===== src/rtl/bcd_conv_arbiter.sv =====
// bcd_conv_arbiter: round-robin sharing of one external binary-to-BCD
// converter among NUM_REQ requesters. Each accepted operand is held on
// conv_in for CONV_LAT cycles. The sampled BCD is then returned with the
// requester index, and is saturated to 9999 when the operand does not fit
// in four BCD digits.
module bcd_conv_arbiter #(
  parameter int NUM_REQ  = 4,
  parameter int ID_W     = 2,
  parameter int CONV_LAT = 1
) (
  input  logic                  clk,
  input  logic                  rst_n,
  input  logic [NUM_REQ-1:0]    req_valid,
  input  logic [16*NUM_REQ-1:0] req_data,
  output logic [NUM_REQ-1:0]    req_ready,
  output logic [15:0]           conv_in,
  input  logic [15:0]           conv_out,
  output logic                  rsp_valid,
  input  logic                  rsp_ready,
  output logic [ID_W-1:0]       rsp_id,
  output logic [15:0]           rsp_bcd,
  output logic                  rsp_ovf,
  output logic                  busy
);

  typedef enum logic [1:0] {IDLE, CONVERT, RESPOND} state_t;

  state_t          state;
  logic [ID_W-1:0] ptr;
  logic [ID_W-1:0] cur_id;
  logic [15:0]     op;
  logic [3:0]      wait_cnt;
  logic            grant_found;
  logic [ID_W-1:0] grant_idx;

  // Four BCD digits cannot represent anything above 9999.
  function automatic logic is_ovf(input logic [15:0] v);
    return v > 16'd9999;
  endfunction

  // Saturate the converter result when the operand is out of range.
  function automatic logic [15:0] sat_bcd(input logic [15:0] v, input logic [15:0] bcd);
    return is_ovf(v) ? 16'h9999 : bcd;
  endfunction

  // Round-robin search from ptr upward; the lowest offset that is valid wins.
  always_comb begin
    grant_found = 1'b0;
    grant_idx   = '0;
    for (int k = NUM_REQ - 1; k >= 0; k--) begin
      if (req_valid[(int'(ptr) + k) % NUM_REQ]) begin
        grant_found = 1'b1;
        grant_idx   = ID_W'((int'(ptr) + k) % NUM_REQ);
      end
    end
  end

  // Accept strobe is offered only in IDLE and never while reset is asserted.
  always_comb begin
    req_ready = '0;
    if (rst_n && state == IDLE && grant_found)
      req_ready = NUM_REQ'(1) << grant_idx;
  end

  assign conv_in = op;
  assign busy    = (state != IDLE);

  // Main control FSM: accept, hold the operand for the settle window, respond.
  always_ff @(posedge clk) begin
    if (!rst_n) begin
      state     <= IDLE;
      ptr       <= '0;
      cur_id    <= '0;
      op        <= '0;
      wait_cnt  <= '0;
      rsp_valid <= 1'b0;
      rsp_id    <= '0;
      rsp_bcd   <= '0;
      rsp_ovf   <= 1'b0;
    end else begin
      case (state)
        IDLE: begin
          if (grant_found) begin
            op       <= req_data[16*grant_idx +: 16];
            cur_id   <= grant_idx;
            wait_cnt <= 4'(CONV_LAT - 1);
            ptr      <= (int'(grant_idx) == NUM_REQ - 1) ? '0 : grant_idx + 1'b1;
            state    <= CONVERT;
          end
        end
        CONVERT: begin
          if (wait_cnt == 4'd0) begin
            rsp_bcd   <= sat_bcd(op, conv_out);
            rsp_ovf   <= is_ovf(op);
            rsp_id    <= cur_id;
            rsp_valid <= 1'b1;
            state     <= RESPOND;
          end else begin
            wait_cnt <= wait_cnt - 4'd1;
          end
        end
        RESPOND: begin
          if (rsp_ready) begin
            rsp_valid <= 1'b0;
            state     <= IDLE;
          end
        end
        default: state <= IDLE;
      endcase
    end
  end

endmodule


===== config.mk =====
export PLATFORM = sky130hd
export DESIGN_NAME = bcd_conv_arbiter
export DESIGN_NICKNAME = d
export VERILOG_FILES = /design/src/rtl/bcd_conv_arbiter.sv
export SDC_FILE = /design/constraint.sdc
export NUM_CORES = 1
export LEC_CHECK = 0
export CAP_MARGIN = 40
export CORE_UTILIZATION = 42
export DETAILED_ROUTE_END_ITERATION = 7
export PLACE_DENSITY = 0.85
export SETUP_SLACK_MARGIN = 0.15
export SYNTH_ARGS = -nofsm -noshare
export SYNTH_HDL_FRONTEND = slang
export SYNTH_SLANG_ARGS = --single-unit

===== constraint.sdc =====
create_clock -name clk -period 6.15 [get_ports clk]
set_input_delay 1.23 -clock clk [delete_from_list [all_inputs] [get_ports clk]]
set_output_delay 1.23 -clock clk [all_outputs]
set_load 0.005 [all_outputs]

==> Yosys cells after proc, flatten, opt, wreduce, memory -nomap -nowiden <==
Cells that the tools add are included.
W data, S select, Z words.
{ "totals": {"rom_bits": 0, "mem_bits_rw": 0, "elab_cells": 78, "reg_bits": 46, "mem_count": 0, "latchBits": 0} }
{ "op_classes": {"add_sub_neg": 5, "n_lt_le_gt_ge": 5, "n_mux": 32, "eq_ne": 7, "mul": 0, "div_mod_pow": 0, "n_reduce_logical": 15, "bitwise_logic": 3, "n_shift": 2} }
{ "op_table": {"columns": ["cell", "count"], "rows": [
  ["$shiftx A64 B7 Y16", 1],
  ["$gt A16 B14 Y1 const B", 1],
  ["$mux W16", 1],
  ["$mux W2", 8],
  ["$mux W1", 13],
  ["$lt A3 B4 Y1 const B", 3],
  ["$mux W4", 3],
  ["$reduce_and A3 Y1", 3],
  ["$bmux W1 S2", 4],
  ["$ne A2 B2 Y1 const B", 4],
  ["$pmux W4 S2", 1],
  ["$pmux W2 S3", 1],
  ["$reduce_bool A2 Y1", 3],
  ["$reduce_or A2 Y1", 3],
  ["$add A2 B1 Y2 const B", 2],
  ["$add A2 B2 Y2 const B", 2],
  ["$eq A2 B1 Y1 const B", 2],
  ["$logic_not A4 Y1", 1],
  ["$reduce_and A2 Y1", 2],
  ["$shl A1 B2 Y4 const A", 1],
  ["$sub A4 B1 Y4 const B", 1],
  ["$and A1 B1 Y1 const A", 3],
  ["$lt A2 B3 Y1 const B", 1],
  ["$eq A2 B2 Y1 const B", 1],
  ["other kinds (3)", 4]
]} }

==> Longest topological paths before layout <==
Gate-level depths: netlist of the first run.
{ "depth": {"depth_word": 12, "ltp_mapped": 8, "mapped_depth_nobuf": 7} }

==> Worst setup path before layout of the first run <==
Ideal clock, no wire load.
{ "synth_path": {"path_type": "input to output", "from": "input port req_valid[3]", "to": "output port req_ready[0]", "arrival_time_ns": 2.481, "setup_slack_ns": 2.439, "path_stages": 5, "n_path_buf": 1, "required_ns": 4.920, "cell_sequence": "or4_1 -> and2_1 -> nand2_1 -> clkbuf_1 -> nor2_1"} }
{ "synth_via": {"elab_chain_len": 9, "word_cells_on_any_way": 22, "cone_classes": "1 x shift; 20 x mux; 1 x reduce/logical"} }
{ "synth_lines": {"columns": ["element", "line", "text"], "rows": [
  ["from (decl)", "13", "input logic [NUM_REQ-1:0] req_valid,"],
  ["$bmux W1 S2", "51", "if (req_valid[(int'(ptr) + k) % NUM_REQ]) begin"],
  ["$mux W1 (implied by the code) (2 in a row)", "51", null],
  ["$mux W2 / $mux W1 (equally long branches) (4 in a row)", "51", null],
  ["$shl A1 B2 Y4 / $logic_and A1 B1 Y1 (equally long branches)", "62, 61", null],
  ["$mux W4 (*)", "61", "if (rst_n && state == IDLE && grant_found)"],
  ["to (decl)", "15", "output logic [NUM_REQ-1:0] req_ready,"]
]} }
Mark *: on every way between the ends. The rest lies on a longest branch, timed or not. The select of a mux whose other input is x is not followed.

==> Worst setup path after layout of the first run <==
{ "layout_path": {"from": "input port req_valid[1]", "to": "output port req_ready[3]"} }
The elaborated chain is that of the path after synthesis.

==> run_results.csv, run 1 <==
group,metric,value,unit
status,outcome,"finished clean",
timing,report.final.hold_viol_count,0,
critical_path,crit_path_end_kind,"primary output",
drt,wl_met2,3.23,mm
power,power_density,402,nW/um^2
synthesis,synth_common_cells,"dfxtp_1, nand2_1, a21boi_0, mux2i_1, o21ai_0",
placed_design,hpwl,5.12,mm
grt,grt_pass1_vias,2356,
drt,wl,6.56,mm
floorplanning,die-area,5970,um^2
cells_and_area,n_antenna_cell,0,
clock_tree,root_buffer,"clkbuf_8",
grt,overflow,0,
synthesis,ys.warnings.count,0,
synthesis,syn-cell-area,2380,um^2
timing,maxSlewHeadroom,48.4,%
run,max_cap_viol_count,0,
timing,slew_viol_final,0,
floorplanning,start_util,43.5,%
placed_design,dpl.cell_count,452,
cells_and_area,finish.utilization,69.5,%
synthesis,synth-async-reset-ratio,0,%
synthesis,synth-edff-count,0,
floorplanning,rows,27,
synthesis,synth-xor-area-share,0.736,%
timing,max_freq,196,MHz
critical_path,rr_worst_depth,5,
worst_hold_path,hp-class,"reg2reg",
grt,grt_start_max_net_pins,32,
critical_path,worst_setup_path_start_kind,"input port",
clock_tree,cts_resized,0,
synthesis,ys_seq_area_share,38.7,%
critical_path,cp.arrival,3.88,ns
cells_and_area,area_growth,59.9,%
drt,wl_met1,2.77,mm
drt,drc,0,
cells_and_area,regArea,921,um^2
critical_path,worst_ep_required_time,4.92,ns
critical_path,r2r_end,"rsp_bcd[13]",
clock_tree,numCtsBuffers,5,
synthesis,syn_area_per_cell,8.85,um^2
drt,wl_met3,501,um
clock_tree,htreeDepth,2,
clock_tree,cts_tree,"built",
synthesis,synth-compound-area-share,26.7,%
clock_tree,clk_pin_slew,0.08,ns
synthesis,synth_mux_area_share,7.99,%
synthesis,synth_cells,269,
cells_and_area,fin_area,3800,um^2
clock_tree,clock-sinks,46,
critical_path,r2r_start,"state[0]",
synthesis,synth_top_family_by_area,"compound AO/OA/AOI/OAI gates",
synthesis,yosysTopAreaCellShare,38.7,%
critical_path,critPathMaxFanout,31,
placed_design,io_buffers,127,
critical_path,rrSetupSlack,3.75,ns
timing,finClkSkew,0.00635,ns
power,ir_drop,195,uV
synthesis,synthSimpleGateAreaFrac,20.2,%
worst_hold_path,min_to,"rsp_id[0]",
timing,rsz0062_at_grt,"no",
critical_path,critical_path_class,"in2out",
power,p_leak,1.48,nW
synthesis,synth_cell_types,41,
synthesis,synth_top_cell_by_area,"dfxtp_1",
placed_design,place.gp.congestion,0.771,
drt,antenna_left,0,
timing,min_period,5.11,ns
cells_and_area,fin_nets,476,
cells_and_area,fin_cells,460,
clock_tree,cts.path.max_buffers,2,
drt,vias_per_cell,5.31,
worst_hold_path,whs_path_depth,2,
timing,worst_pin_slew,0.769,ns
timing,period_share,83.1,%
synthesis,synth_fa_ha_area_share,1.05,%
synthesis,ys_seq_elements,46,
cells_and_area,multiInputGateArea,1360,um^2
drt,drt_pass1_iterations,4,
synthesis,synthFlopType,"dfxtp_1",
clock_tree,hold_buffers,0,
grt,grt_use_total,22.7,%
floorplanning,die_height,77.3,um
drt,vias,2443,
synthesis,synth.area.top_cells,"dfxtp_1, mux2i_1, a21boi_0",
clock_tree,clock_latency,0.30,ns
timing,setup_viol_count_final,0,
drt,dr.max_layer_used,"met4",
grt,grt_pass1_wl,10.9,mm
synthesis,synth_nets,358,
synthesis,synth.most_common_cell,"dfxtp_1",
floorplanning,core_area,5470,um^2
drt,drtIter0Drc,139,
floorplanning,top_level_ports,128,
grt,antenna_found_initial,0,
floorplanning,die_w,77.3,um
clock_tree,post-cts-setup-buffer-count,0,
worst_hold_path,hold_path.startpoint,"rsp_id[0]",
cells_and_area,nFillCells,451,
placed_design,dpl_cell_area,3690,um^2
drt,wl_per_cell,14.3,um
cells_and_area,layout-drive-gt1-share,6.96,%
timing,fin_tns_setup,0,ns
[power by group]
part,internal [mW],leakage (nW),switching (mW)
sequential,0.424,0.378,0.103
combinational,0.448,1.04,0.347
clock,0.113,0.0575,0.0938
[layout by cell type, fill, tap and decap left out, drive strengths merged, types with 3 or more instances in the layout]
master,Yosys,layout
clkdlybuf4s50,0,127
dfxtp,46,46
nand2,27,27
mux2i,19,19
a21boi,19,19
o21ai,19,19
and3,17,17
o211ai,15,15
nor2b,12,12
nor2,11,11
o221a,9,9
a22oi,8,8
clkbuf,16,8
inv,7,7
a21oi,5,5
and2,4,4
buf,4,4
nor3b,3,3
[layer usage]
layer,vias to the layer above,global-route usage [%]
met3,6,6.07
met1,1119,27.0
met2,101,40.4
li1,1217,-
met5,-,0
met4,0,4.72
[critical path, cell delays in order]
cell,delay (ns)
clkdlybuf4s50_1,0.59
a21boi_0,0.27
o22a_1,0.70
nand2_2,0.12
inv_1,0.15
ha_1,0.17
and3_1,0.14
clkdlybuf4s50_1,0.51
[flip-flops by register name (all words and copies together) (netlist names)]
name,count
wait_cnt,4
cur_id,2
state,2
rsp_ovf,1
rsp_valid,1
rsp_bcd,16
conv_in,16
ptr,2
rsp_id,2
[how the worst max path moves through the flow]
stage | end | startpoint
after detailed placement | req_ready[3] | req_valid[1]
after floorplan | req_ready[0] | req_valid[3]
after CTS | req_ready[3] | req_valid[1]
final | req_ready[3] | req_valid[1]
after global placement | req_ready[3] | req_valid[1]
after global routing | req_ready[3] | req_valid[1]
[layout make-up]
cell class	instances	area share, %
Sequential cell	46	24.2
Clock buffer	8	2.89
Multi-Input combinational cell	196	35.6
Inverter	7	0.691
Timing Repair Buffer	131	34.2
Tap cell	72	2.37
[logic make-up (layout without fill, tap and decap cells)]
kind of cell / after synthesis / in the layout
compound gates: 85 / 85
xor+xnor: 2 / 2
fa+ha+maj: 2 / 2
buf+inv: 27 / 146
flops: 46 / 46
mux: 19 / 19
simple gates: 88 / 88
[through the flow]
stage	total power [mW]	hold WS [ns]	setup WS (ns)
finish	1.53	0.466	1.04
global route	1.64	0.504	0.835
CTS	1.54	0.470	1.06
detailed placement	1.33	0.459	1.08
global placement	1.30	0.450	1.17
floorplan	0.960	0.441	2.44
(Power assumes the default switching activity.)
==> run 2: changes to the inputs <==
CORE_UTILIZATION = 39   (was 42)
PLACE_DENSITY = 0.8   (was 0.85)
clock period = 5.3 ns   (was 6.15 ns; I/O delays follow)
==> run 2 against run 1 <==
Compared with the run above:
- sequential cell count unchanged
- die area increased by 7.5%
- clock skew increased by 0.0045 ns
- register-to-register slack got worse by 0.82 ns
- setup slack got worse by 0.20 ns
- combinational power increased by 17%
- critical path type unchanged
- utilization decreased by 4.6 points
==> run_results.csv, run 2 (same netlist as run 1, synthesis figures left out) <==
group,metric,value,unit
drt,vias_per_cell,5.21,
cells_and_area,n_antenna_cell,0,
cells_and_area,layout-drive-gt1-share,7.20,%
drt,drc,0,
placed_design,hpwl,5.19,mm
timing,fin_tns_setup,0,ns
placed_design,place_ws,0.841,ns
critical_path,cp.arrival,3.41,ns
clock_tree,clock_latency,0.31,ns
clock_tree,hold_buffers,0,
cells_and_area,fin_area,3820,um^2
power,power_density,473,nW/um^2
clock_tree,clk_pin_slew,0.09,ns
critical_path,cpPeakStageDelay,0.57,ns
critical_path,rrSetupSlack,2.93,ns
drt,drt_pass1_iterations,4,
floorplanning,top_level_ports,128,
timing,report.final.hold_viol_count,0,
critical_path,critical_path_class,"in2out",
timing,setup_ws,0.834,ns
run,max_cap_viol_count,0,
drt,wl_per_cell,14.8,um
clock_tree,htreeDepth,2,
critical_path,crit_path_frequent_cell,"clkdlybuf4s50_1",
floorplanning,die_w,80.1,um
cells_and_area,final_common_cell,"clkdlybuf4s50_1",
cells_and_area,mostFrequentLayoutCells,"clkdlybuf4s50_1, dfxtp_1, nand2_1",
grt,antenna_found_initial,0,
floorplanning,core_area,5890,um^2
clock_tree,cts.path.max_buffers,2,
timing,maxSlewHeadroom,49.3,%
clock_tree,numCtsBuffers,5,
critical_path,worst_setup_path_start_kind,"input port",
clock_tree,clock-sinks,46,
cells_and_area,area_growth,60.5,%
timing,min_period,4.47,ns
critical_path,crit_path_end_kind,"primary output",
timing,setup_viol_count_final,0,
critical_path,crit_chain,"clkdlybuf4s50_1, a21boi_0, o22a_1, buf_4, nand2_2, inv_1, ha_1, and3_1, clkdlybuf4s50_1",
placed_design,place.gp.congestion,0.877,
timing,worst_pin_slew,0.756,ns
grt,grt_use_total,21.6,%
placed_design,io_buffers,127,
grt,overflow,0,
placed_design,dpl_cell_area,3710,um^2
critical_path,worst_ep_required_time,4.24,ns
grt,grt_start_max_net_pins,32,
timing,finClkSkew,0.0108,ns
clock_tree,root_buffer,"clkbuf_8",
grt,grt_pass1_wl,10.6,mm
floorplanning,die-area,6420,um^2
timing,rsz0062_at_grt,"no",
drt,vias,2418,
floorplanning,die_height,80.1,um
timing,period_share,84.3,%
cells_and_area,fin_nets,477,
floorplanning,start_util,40.4,%
grt,grt_pass1_vias,2286,
drt,antenna_left,0,
drt,drtIter0Drc,78,
status,outcome,"finished clean",
floorplanning,rows,28,
clock_tree,cts_resized,0,
worst_hold_path,hp-class,"reg2reg",
clock_tree,post-cts-setup-buffer-count,0,
power,p_leak,1.48,nW
drt,wl,6.85,mm
critical_path,critPathMaxFanout,31,
power,ir_drop,270,uV
timing,slew_viol_final,0,
clock_tree,cts_tree,"built",
timing,max_freq,224,MHz
critical_path,cpMaxStageDelayCell,"clkdlybuf4s50_1",
[run 2: stage by stage]
| step | utilization (%) | instances | hold slack (ns) | power, mW |
|---|---|---|---|---|
| detailed placement | 63.0 | 456 | 0.460 | 1.54 |
| floorplan | - | 269 | 0.441 | 1.11 |
| CTS | 64.9 | 464 | 0.473 | 1.82 |
| finish | 64.9 | 464 | 0.471 | 1.81 |
| global route | 64.9 | 464 | 0.508 | 1.93 |
| global placement | 62.8 | 455 | 0.448 | 1.51 |
[run 2: where the power goes]
part	total, mW	internal (mW)	switching (mW)
registers	0.606	0.492	0.114
logic	0.930	0.524	0.406
clock network	0.271	0.142	0.129
total	1.81	1.16	0.650
[run 2: area by class of cell]
type | count | area, um^2
Clock inverter | 3 | 43.8
Multi-Input combinational cell | 196 | 1360
Clock buffer | 5 | 68.8
Fill cell | 494 | 2070
Tap cell | 75 | 93.8
Sequential cell | 46 | 921
Inverter | 7 | 26.3
Timing Repair Buffer | 132 | 1310
[run 2: path summary, 6_finish.rpt]
| check | start | endpoint | cells after the start |
|---|---|---|---|
| setup / recovery | req_valid[1] | req_ready[3] | 9 |
| hold / removal | rsp_id[0] | rsp_id[0] | 2 |
| setup reg to reg | wait_cnt[0] | rsp_bcd[9] | 6 |
| hold reg to reg | rsp_id[0] | rsp_id[0] | 2 |
[run 2: critical path: cells and delay by family]
kind / cells / cell delay, ns
and+or+nand+nor: 2 / 0.25
buffers and inverters: 4 / 1.46
adders and majority gates: 1 / 0.18
AOI/OAI and AO/OA: 2 / 0.45
[run 2: layer usage]
| layer | up-vias | GRT usage (%) | part of all wire [%] |
|---|---|---|---|
| li1 | 1224 | - | - |
| met1 | 1102 | 24.7 | 43 |
| met2 | 82 | 38.7 | 49 |
| met3 | 10 | 5.23 | 6.2 |
| met4 | 0 | 7.86 | 1.8 |
| met5 | - | 0 | 0 |
==> RTL edit, RTL diff (flow settings as in run 2) <==
Re-encode `state_t` (3 states) as one-hot, 3 bits wide.
--- a/src/rtl/bcd_conv_arbiter.sv
+++ b/src/rtl/bcd_conv_arbiter.sv
@@ -24,5 +24,5 @@
 );
 
-  typedef enum logic [1:0] {IDLE, CONVERT, RESPOND} state_t;
+  typedef enum logic [2:0] {IDLE = 3'b001, CONVERT = 3'b010, RESPOND = 3'b100} state_t;
 
   state_t          state;
Check against the original RTL: no difference found for any inputs over 4 cycles, from zero or initial values and one cycle with rst_n low; so few cycles prove little.
==> RTL edit against run 2 <==
  * The run now ends with design-rule violations left
  * Wire length grew 15%
  * Cell area grew 5.3%
  * Cell count grew 2.4%
  * Sequential cell count grew 1
  * Area after synthesis grew 11%
  * Setup slack lost 3.8 ps
  * Sequential power shrank 14%
  * Count of clock-buffer cells in the layout grew 1
  * Power shrank 21%
  * First-iteration DRC count grew 77%
==> RTL edit: results (changes against run 2) <==
Power and ir drop
  – Psw: 0.0004991 W (was 0.0006500 W)
  – Pwr dens: 356.1 nW/um2 (was 473.2 nW/um2)
  – Combinational Power: 0.000635 W (was 0.000930 W)
  – Clock power share: 0.194 (was 0.150)
  – Leakage: 1.578 nW (was 1.481 nW)

Layout
  – Nets@finish: 486 (was 477)
  – Layout cell share with drive strength beyond 1: 0.07789 (was 0.07198)

Detailed routing
  – DR vias: 2647 (was 2418)
  – Drt wl/cell: 16.52 um (was 14.75 um)
  – TritonRoute pass-1 iters: 6 (was 4)
  – Remaining DRCs: 18 (was 0)
  – First DRT Iteration DRCs: 138 (was 78)

Worst setup path
  – Worst setup path end: req_ready[2] (was req_ready[3])
  – Worst reg2reg setup slack: 2930 ps (about the same)
  – CP startpoint: req_valid[2] (was req_valid[1])
  – Crit Path Max Fanout: 9 (was 31)
  – Delay-heaviest family, CP: simple AND/OR/NAND/NOR gates (was buffers and inverters)
  – R2R depth: 7 (was 6)
  – RR Endpoint: rsp_bcd[6] (was rsp_bcd[9])
  – CP max stage cell: nor3_1 (was clkdlybuf4s50_1)
  – Max incr delay on CP: 640 ps (was 570 ps)

Placed design
  – Pre-CTS setup slack: 825.8 ps (was 841.1 ps)
  – HPWL after detailed placement: 5930 um (was 5186 um)
  – Placed Instances: 467 (was 456)
  – Placed instance area: 3900 um2 (was 3706 um2)
  – Placer Congestion: 0.8318 (was 0.8769)

Global route
  – First-pass GRT wire length: 12330 um (was 10570 um)
  – Total track usage: 0.2179 (was 0.2159)
  – Vias in the first global route: 2519 (was 2286)
  – Largest net degree at the start of global routing: 36 (was 32)

Yosys
  – Commonest cells post-synth: dfxtp_1, nand3_1, and4_1 (was dfxtp_1, nand2_1, a21boi_0, mux2i_1, o21ai_0)
  – Yosys warns: 0 (unchanged)
  – Cells after Synth: 284 (was 269)
  – Yosys cell types: 46 (was 41)
  – Net Count, Synth: 373 (was 358)
  – Sequential area share after synthesis: 0.3567 (was 0.3870)
  – Synth area leaders: dfxtp_1, and4_1, mux2i_1 (was dfxtp_1, mux2i_1, a21boi_0)

Clock network
  – Post-cts gate resize count: 0 (unchanged)

Run status
  – Outcome: complete, but fails checks (was completed)
  – Failing checks: design-rule violations

Timing
  – Final Critical Period: 4470 ps (was 4466 ps)
  – Final hold slack: 458.2 ps (was 470.9 ps)
  – Slew headroom: 0.3967 (was 0.4930)

Hold path
  – Worst hold endpoint: rsp_id[1] (was rsp_id[0])
  – Worst hold start: rsp_id[1] (was rsp_id[0])
[RTL edit: layer usage]
| layer | vias to the layer above | wire [um] | GRT usage |
|---|---|---|---|
| li1 | 1319 | - | - |
| met2 | 81 | 3787 | 0.3659 |
| met3 | 8 | 445 | 0.03736 |
| met1 | 1239 | 3521 | 0.2919 |
| met5 | - | 0 | 0 |
| met4 | 0 | 95 | 0.05172 |
[RTL edit: worst min-delay path, cell delays in order, from the launching register on]
cell      delay [ps]
dfxtp_1          320
nand2_1           50
a21boi_1          50
[RTL edit: cell type report]
cell class | count | area (um2)
multi-input combinational | 206 | 1535
tap | 77 | 96.34
clock buffer | 6 | 82.58
clock inverter | 2 | 38.79
timing repair buffer | 131 | 1305
fill | 582 | 2401
sequential | 47 | 940.9
inverter | 6 | 22.52
[RTL edit: cells by family after synthesis]
kind of cell	count (synthesis)	synth area share
compound gates	62	0.2059
xor+xnor	2	0.006643
fa+ha+maj	2	0.009486
buf+inv	31	0.06119
flops	47	0.3567
mux	19	0.07211
simple gates	121	0.2879
